### src/rtl/ripple_count_sampler_pkg.sv
// ---------------------------------------------------------------------------
// ripple_count_sampler_pkg
// Shared definitions for the ripple-counter sampler:
//   filt_state_t   - stability filter state (TRACK, HOLD)
//   DEF_CNT_W      - default width of the sampled ripple-counter value
//   DEF_EXT_W      - default width of the wrap-tracking extended count
//   DEF_STABLE_N   - default number of identical samples needed to accept
// ---------------------------------------------------------------------------
package ripple_count_sampler_pkg;

  typedef enum logic [0:0] {
    TRACK = 1'b0,
    HOLD  = 1'b1
  } filt_state_t;

  localparam int DEF_CNT_W    = 4;
  localparam int DEF_EXT_W    = 8;
  localparam int DEF_STABLE_N = 2;

endpackage

### src/rtl/sync2_bit.sv
// ---------------------------------------------------------------------------
// sync2_bit
// Two-flop synchronizer for one asynchronous bit.
// Ports:
//   clk  in  - sampling clock
//   rst  in  - asynchronous active-high reset (both stages cleared)
//   d    in  - asynchronous input bit
//   q1   out - first stage (possibly metastable, only for equality checks)
//   q2   out - second stage, safe synchronized value
// ---------------------------------------------------------------------------
module sync2_bit (
  input  logic clk,
  input  logic rst,
  input  logic d,
  output logic q1,
  output logic q2
);

  // Two-stage capture of the asynchronous bit.
  always_ff @(posedge clk or posedge rst) begin
    if (rst) begin
      q1 <= 1'b0;
      q2 <= 1'b0;
    end else begin
      q1 <= d;
      q2 <= q1;
    end
  end

endmodule

### src/rtl/ripple_count_sampler.sv
// ---------------------------------------------------------------------------
// ripple_count_sampler
// Samples an asynchronous ripple counter, accepts a value only after it has
// been seen identical for STABLE_N consecutive synchronized samples, and
// reports each accepted advance as a handshaked delta event while keeping an
// extended wrap-tracking running total.
// Ports:
//   clk        in   clock, all flops rising edge
//   rst        in   asynchronous active-high reset
//   cnt_in     in   raw ripple-counter bits (asynchronous)
//   out_ready  in   consumer accepts the pending event
//   clr_ovr    in   synchronous clear of the overrun flag
//   cnt_out    out  last accepted stable value
//   ext_cnt    out  running total of accepted deltas (mod 2^EXT_W)
//   delta      out  event payload: advance since last handshake (saturating)
//   out_valid  out  event pending
//   wrap_pulse out  one-cycle pulse when the accepted value wrapped below cnt_out
//   overrun    out  sticky: a change was accepted while an event was pending
// ---------------------------------------------------------------------------
module ripple_count_sampler
  import ripple_count_sampler_pkg::*;
#(
  parameter int CNT_W    = DEF_CNT_W,
  parameter int EXT_W    = DEF_EXT_W,
  parameter int STABLE_N = DEF_STABLE_N
) (
  input  logic             clk,
  input  logic             rst,
  input  logic [CNT_W-1:0] cnt_in,
  input  logic             out_ready,
  input  logic             clr_ovr,
  output logic [CNT_W-1:0] cnt_out,
  output logic [EXT_W-1:0] ext_cnt,
  output logic [CNT_W-1:0] delta,
  output logic             out_valid,
  output logic             wrap_pulse,
  output logic             overrun
);

  localparam logic [2:0] RUN_LAST = 3'(STABLE_N - 1);

  logic [CNT_W-1:0] sync1_s;
  logic [CNT_W-1:0] sync2_s;

  for (genvar i = 0; i < CNT_W; i++) begin : g_sync
    sync2_bit u_sync (
      .clk (clk),
      .rst (rst),
      .d   (cnt_in[i]),
      .q1  (sync1_s[i]),
      .q2  (sync2_s[i])
    );
  end

  filt_state_t      state_r;
  logic [2:0]       run_r;

  logic             same_s;
  logic             accept_s;
  logic             change_s;
  logic             wrap_s;
  logic             pile_s;
  logic [CNT_W-1:0] d_s;
  logic [CNT_W:0]   sum_s;
  logic [CNT_W-1:0] sat_s;

  // Filter decision and event arithmetic for the current edge.
  always_comb begin
    // sync1 holds the value sync2 is about to load, so equality here means
    // sync2 will be unchanged from its previous-edge value after this edge.
    same_s = (sync1_s == sync2_s);
    if ((state_r == TRACK) && same_s && (run_r == RUN_LAST)) begin
      accept_s = 1'b1;
    end else begin
      accept_s = 1'b0;
    end
    change_s = accept_s && (sync2_s != cnt_out);
    wrap_s   = change_s && (sync2_s < cnt_out);
    d_s      = sync2_s - cnt_out;
    sum_s    = {1'b0, delta} + {1'b0, d_s};
    if (sum_s[CNT_W]) begin
      sat_s = {CNT_W{1'b1}};
    end else begin
      sat_s = sum_s[CNT_W-1:0];
    end
    pile_s = out_valid && !out_ready;
  end

  // Stability filter: count identical samples, then hold until a change.
  always_ff @(posedge clk or posedge rst) begin
    if (rst) begin
      state_r <= TRACK;
      run_r   <= 3'd0;
    end else begin
      case (state_r)
        TRACK: begin
          if (!same_s) begin
            run_r <= 3'd0;
          end else if (run_r == RUN_LAST) begin
            state_r <= HOLD;
            run_r   <= 3'd0;
          end else begin
            run_r <= run_r + 3'd1;
          end
        end
        HOLD: begin
          if (!same_s) begin
            state_r <= TRACK;
            run_r   <= 3'd0;
          end else begin
            run_r <= 3'd0;
          end
        end
        default: begin
          state_r <= TRACK;
          run_r   <= 3'd0;
        end
      endcase
    end
  end

  // Accepted value, extended total and wrap pulse.
  always_ff @(posedge clk or posedge rst) begin
    if (rst) begin
      cnt_out    <= {CNT_W{1'b0}};
      ext_cnt    <= {EXT_W{1'b0}};
      wrap_pulse <= 1'b0;
    end else begin
      wrap_pulse <= wrap_s;
      if (change_s) begin
        cnt_out <= sync2_s;
        ext_cnt <= ext_cnt + {{(EXT_W-CNT_W){1'b0}}, d_s};
      end else begin
        cnt_out <= cnt_out;
        ext_cnt <= ext_cnt;
      end
    end
  end

  // Event handshake: fresh delta when free or consumed, else accumulate.
  always_ff @(posedge clk or posedge rst) begin
    if (rst) begin
      delta     <= {CNT_W{1'b0}};
      out_valid <= 1'b0;
    end else begin
      if (change_s && pile_s) begin
        delta     <= sat_s;
        out_valid <= 1'b1;
      end else if (change_s) begin
        delta     <= d_s;
        out_valid <= 1'b1;
      end else if (out_valid && out_ready) begin
        delta     <= delta;
        out_valid <= 1'b0;
      end else begin
        delta     <= delta;
        out_valid <= out_valid;
      end
    end
  end

  // Sticky overrun flag; a new overrun beats a simultaneous clear.
  always_ff @(posedge clk or posedge rst) begin
    if (rst) begin
      overrun <= 1'b0;
    end else begin
      if (change_s && pile_s) begin
        overrun <= 1'b1;
      end else if (clr_ovr) begin
        overrun <= 1'b0;
      end else begin
        overrun <= overrun;
      end
    end
  end

endmodule

### config.mk
export PLATFORM = sky130hd
export DESIGN_NAME = ripple_count_sampler
export DESIGN_NICKNAME = d
export VERILOG_FILES = /design/src/rtl/ripple_count_sampler_pkg.sv /design/src/rtl/sync2_bit.sv /design/src/rtl/ripple_count_sampler.sv
export SDC_FILE = /design/constraint.sdc
export NUM_CORES = 1
export LEC_CHECK = 0
export CORE_MARGIN = 3
export CORE_UTILIZATION = 35
export CTS_CLUSTER_DIAMETER = 200
export CTS_CLUSTER_SIZE = 28
export DETAILED_ROUTE_END_ITERATION = 12
export HOLD_SLACK_MARGIN = 0.08
export PLACE_DENSITY_LB_ADDON = 0.1
export REMOVE_ABC_BUFFERS = 1
export SLEW_MARGIN = 25
export SYNTH_ARGS = -nofsm -noshare
export SYNTH_HDL_FRONTEND = slang
export SYNTH_SLANG_ARGS = --single-unit
### constraint.sdc
create_clock -name clk -period 3.3 [get_ports clk]
set_clock_uncertainty 0.15 [all_clocks]
set_input_delay 0.495 -clock clk [delete_from_list [all_inputs] [get_ports clk]]
set_output_delay 0.495 -clock clk [all_outputs]
set_load 0.05 [all_outputs]
### Word-level counts from Yosys, hierarchy flattened

Cells that the tools add are included.

* add/subtract/negate cells: 4
* order comparisons: 1
* equal/unequal tests: 3
* muxes and demuxes: 16
* bitwise operators: 1
* reduce and logical (&&, ||, !) cells: 11

Operator list (count)
* $mux W4: 3
* $mux W1: 9
* $add A8 B4 Y8: 1
* $logic_and A1 B1 Y1: 7
* $mux W3: 2
* $pmux W3 S2: 1
* $add A4 B4 Y5: 1
* $eq A4 B4 Y1: 1
* $lt A4 B4 Y1: 1
* $ne A4 B4 Y1: 1
* $reduce_bool A2 Y1: 2
* $sub A4 B4 Y4: 1
* $add A3 B1 Y3 const B: 1
* $eq A3 B1 Y1 const B: 1
* $reduce_bool A3 Y1: 1
* $pmux W1 S2: 1
* $logic_not A1 Y1: 1
* $not A1 Y1: 1

* register bits after elaboration: 31
* input bits: 8
* output and inout bits: 19
* word-level logic and storage cells: 52

### Longest topological paths before layout

* depth in word-level cells: 7
* depth in mapped cells: 10
* mapped depth without buffers: 10

### By module

A second synthesis with hierarchy kept.

* cell total of the unflattened synthesis: 150
* area, all modules: 1641.6 sq um

By module, submodules not included
* ripple_count_sampler: times used 1, cells an instance 138, area each 1426.4 sq um
* sync2_bit: times used 4, cells an instance 3, area each 53.8 sq um

### Least setup slack after synthesis

Ideal clock, no wire load.

* kind: flip-flop to flip-flop
* start: register cnt_out[0]
* end: register ext_cnt[6]
* library setup time: 144 ps
* arrival time: 2661 ps
* required time: 3006 ps
* setup slack: 345 ps
* cell stages (with the launch flop): 10
* buffers on the path: 0
* period minus slack after synthesis: 2955 ps
* cells stage by stage: dfrtp_1 > ha_1 > inv_1 > fa_1 > inv_1 > fa_1 > nor2b_1 > o21ai_0 > a2111oi_2 > xor2_1

* word-level cells in the longest chain between the ends: 2

Ends and longest elaborated chain
* start: declaration: line ripple_count_sampler.sv:32 `output logic [CNT_W-1:0] cnt_out,`
* start signal: assignment: line ripple_count_sampler.sv:125 `cnt_out <= {CNT_W{1'b0}};`
* start signal: assignment: line ripple_count_sampler.sv:131 `cnt_out <= sync2_s;`
* start signal: assignment: line ripple_count_sampler.sv:134 `cnt_out <= cnt_out;`
* $sub A4 B4 Y4 / $ne A4 B4 Y1 (equally long branches): line ripple_count_sampler.sv:79, ripple_count_sampler.sv:77
* $add A8 B4 Y8 / $logic_and A1 B1 Y1 (equally long branches): line ripple_count_sampler.sv:132, ripple_count_sampler.sv:77
* end signal: assignment: line ripple_count_sampler.sv:126 `ext_cnt <= {EXT_W{1'b0}};`
* end signal: assignment: line ripple_count_sampler.sv:132 `ext_cnt <= ext_cnt + {{(EXT_W-CNT_W){1'b0}}, d_s};`
* end signal: assignment: line ripple_count_sampler.sv:135 `ext_cnt <= ext_cnt;`
* end: declaration: line ripple_count_sampler.sv:33 `output logic [EXT_W-1:0] ext_cnt,`

Parallel ways exist; a longest one is shown, timed or not.
A chain may end at the register's enable or synchronous reset.

### Final worst setup path

* start: register g_sync[0].u_sync.q2
* end: register ext_cnt[6]

* word-level cells in the longest chain between the ends: 5

Ends and longest elaborated chain
* start: declaration: line sync2_bit.sv:16 `output logic q2`
* start signal: assignment: line sync2_bit.sv:26 `q2 <= q1;`
* branches (longest 5 deep; another with $add A8 B4 Y8)

Several ways; the timed one is not identified.

==> summary.md <==
| Metric | Value |
|---|---|
| CTS tree | `yes` |
| Top cells by area, synth | `dfrtp_1, ha_1, xor2_1` |
| Top-Level Pins | `27` |
| Reg2reg start | `g_sync[0].u_sync.q2` |
| Top post-synthesis cells by count | `dfrtp_1, ha_1, inv_1, o21ai_0, xor2_1` |
| Largest family of logic cells by synthesized area | `adder cells` |
| Post-synthesis async set-or-reset flop share | `100%` |
| Register area share after synthesis | `46.8%` |
| Clk_lat worst skew | `0.28 ns` |
| Routed WL | `3200 microns` |
| Number of global-route vias before repair | `1216` |
| Leakage | `0.909 nW` |
| Synth warnings | `0` |
| Drt drc | `0` |
| Most frequent cell after synthesis | `dfrtp_1` |
| Port bufs | `26` |
| GRT overflow | `0` |
| CTS max path bufs | `2` |
| Arr. time, crit path | `2.90 ns` |
| Compound-Gate Fraction of Synth Area | `12.5%` |
| Pwr dens | `570 nW/um^2` |
| Final setup viols | `0` |
| Final min period | `2.85 ns` |
| Die width | `74.9 microns` |
| Clk slew on worst S/H paths | `0.06 ns` |
| Worst endpoint required time | `3.35 ns` |
| Final period util | `86.3%` |
| Post-synthesis xor/xnor area fraction | `7.39%` |
| Mapped Avg Cell Area | `11.2 sq um` |
| Slew margin rel. | `60.2%` |
| Pre-CTS WS | `0.454 ns` |
| CTS buffer count | `5` |
| Startpoint class of the critical path | `register` |
| Ys flop type | `dfrtp_1` |
| Critical path endpoint category | `register` |
| Number of synthesized flops with an enable pin | `0` |
| Area share of the largest cell type after synthesis | `46.8%` |
| Wire per inst | `13.9 microns` |
| Post-synth cell types | `36` |
| Synth area leader | `dfrtp_1` |
| Multi-input logic area | `811 sq um` |
| Vias per cell | `5.06` |
| Post-CTS setup buffers | `0` |
| Critical hold path startpoint | `g_sync[3].u_sync.q1` |
| Row cnt | `24` |
| Post-Synth Adder-Cell Area | `13.4%` |
| Slew @ Worst Pin | `0.595 ns` |
| CP Launch Point | `g_sync[0].u_sync.q2` |
| Fin. Hold Viols | `0` |
| Fill cell count | `414` |
| Multiplexer share of the synthesized area | `4.07%` |
| Layout overhead on the synthesized area | `23.9%` |
| Layout Nets | `202` |
| VDD IR max | `0.177 mV` |
| Post_cts resized | `0` |
| Final ANT Viol Nets | `0` |
| Kind of critical path | `register to register` |
| Die Y | `74.9 microns` |
| Initial antenna violation count | `0` |
| Largest net degree at the start of global routing | `32` |
| Seq. cell area | `776 sq um` |
| FMAX | `351 MHz` |
| Simple-gate share of the synthesized area | `11.5%` |
| RD Place Congestion | `0.843` |
| Status | `finished, final reports clean` |
| Via count | `1163` |
| Unrepaired setup endpoints after global routing | `false` |
| Hold Buf Count CTS | `0` |
| Die footprint | `5600 sq um` |
| Final WS setup | `0.453 ns` |
| Min-delay worst type | `register to register` |
| Global-route wire length before repair | `5690 microns` |
| Clk sink count | `31` |
| Pins over their slew limit | `0` |
| Initial Util | `37.1%` |
| Total GRT Usage | `13.4%` |
| Post-Syn Area | `1660 sq um` |
| Layout cells sized above 1 | `10.1%` |
| Synthesized instance count | `148` |
| Synthesized flop and latch total | `31` |
| Final HPWL DP | `2410 microns` |
| Root Buffer | `clkbuf_8` |
| TNS Setup | `0 ns` |
| Core area | `4470 sq um` |
| Initial DRC Count | `46` |
| Antenna cells | `0` |
| CP Max Fanout | `5` |
| H-tree depth | `2` |
| Drt pass-1 iters | `4` |
| Max Cap Viol | `0` |
[layout by cell type (no fill, tap or decap), types with 2 or more instances in the layout]
cell type	instances
dfrtp_1	31
clkdlybuf4s50_1	26
o21ai_0	13
inv_1	13
ha_1	13
xor2_1	9
nand2_1	7
clkbuf_8	6
xnor2_1	5
a21oi_1	5
nor2_1	5
o22ai_1	4
nand4_1	3
nand3b_1	3
mux2_4	3
a211oi_1	3
a21o_1	3
fa_1	3
nor2b_1	2
nand2b_1	2
mux2_2	2
o31ai_1	2
[flip-flops by register name, indices dropped and copies added (netlist names)]
signal / cells
g_sync.u_sync.q1: 4
cnt_out: 4
wrap_pulse: 1
overrun: 1
g_sync.u_sync.q2: 4
ext_cnt: 8
run_r: 3
delta: 4
out_valid: 1
state_r: 1
[layout make-up]
type | count | share of cell area [%]
clock inverter | 1 | 0.243
multi-input combinational | 100 | 39.4
sequential | 31 | 37.7
timing repair buffer | 27 | 13.0
clock buffer | 6 | 4.02
inverter | 13 | 2.37
tap | 52 | 3.16
[worst max-delay path, stage by stage (launching register included)]
cell       delay, ns
dfrtp_1         0.39
inv_1           0.07
ha_1            0.15
inv_1           0.05
fa_1            0.60
inv_1           0.09
fa_1            0.44
nor2b_1         0.12
o21ai_0         0.12
a2111oi_2       0.41
xor2_1          0.18
[kinds of logic (layout without fill, tap and decap cells)]
family,Yosys count,after routing
adders and majority gates,16,16
DFF,31,31
and+or+nand+nor,32,32
xor gates and xnor gates,14,14
muxes,5,5
buffers and inverters,17,47
AOI/OAI and AO/OA,33,33
[per-stage QoR]
stage / hold WS, ns / instance area [sq um] / util, % / std cells / total power, mW
after global routing: 0.258 / 2060 / 45.9 / 230 / 1.26
final: 0.248 / 2060 / 45.9 / 230 / 1.17
after floorplan: 0.223 / 1640 / - / 144 / 0.762
after detailed placement: 0.234 / 1970 / 44.0 / 223 / 0.887
after global placement: 0.232 / 1970 / 44.0 / 223 / 0.876
after CTS: 0.249 / 2060 / 45.9 / 230 / 1.19
[power by group]
group	internal (mW)	switching, mW	total, mW	leakage [nW]
clock network	0.163	0.131	0.294	0.0470
logic	0.176	0.257	0.433	0.463
registers	0.413	0.0316	0.445	0.399
total	0.753	0.420	1.17	0.909
[final timing paths]
path,slack [ns],to,depth (start not counted)
min,0.25,g_sync[3].u_sync.q2,0
min in group asynchronous,0.44,ext_cnt[7],3
max,0.45,ext_cnt[6],10
max in group asynchronous,2.27,g_sync[2].u_sync.q2,3
max reg2reg,0.45,ext_cnt[6],10
min reg2reg,0.25,g_sync[3].u_sync.q2,0
[per-layer routing]
metal  wire (microns)  part of all wire [%]  GRT usage [%]
met5                0                     0              0
met4               53                   1.7           5.73
met3              132                   4.1           4.14
met2             1540                    48           21.0
met1             1480                    46           17.2
(Power assumes the default switching activity.)
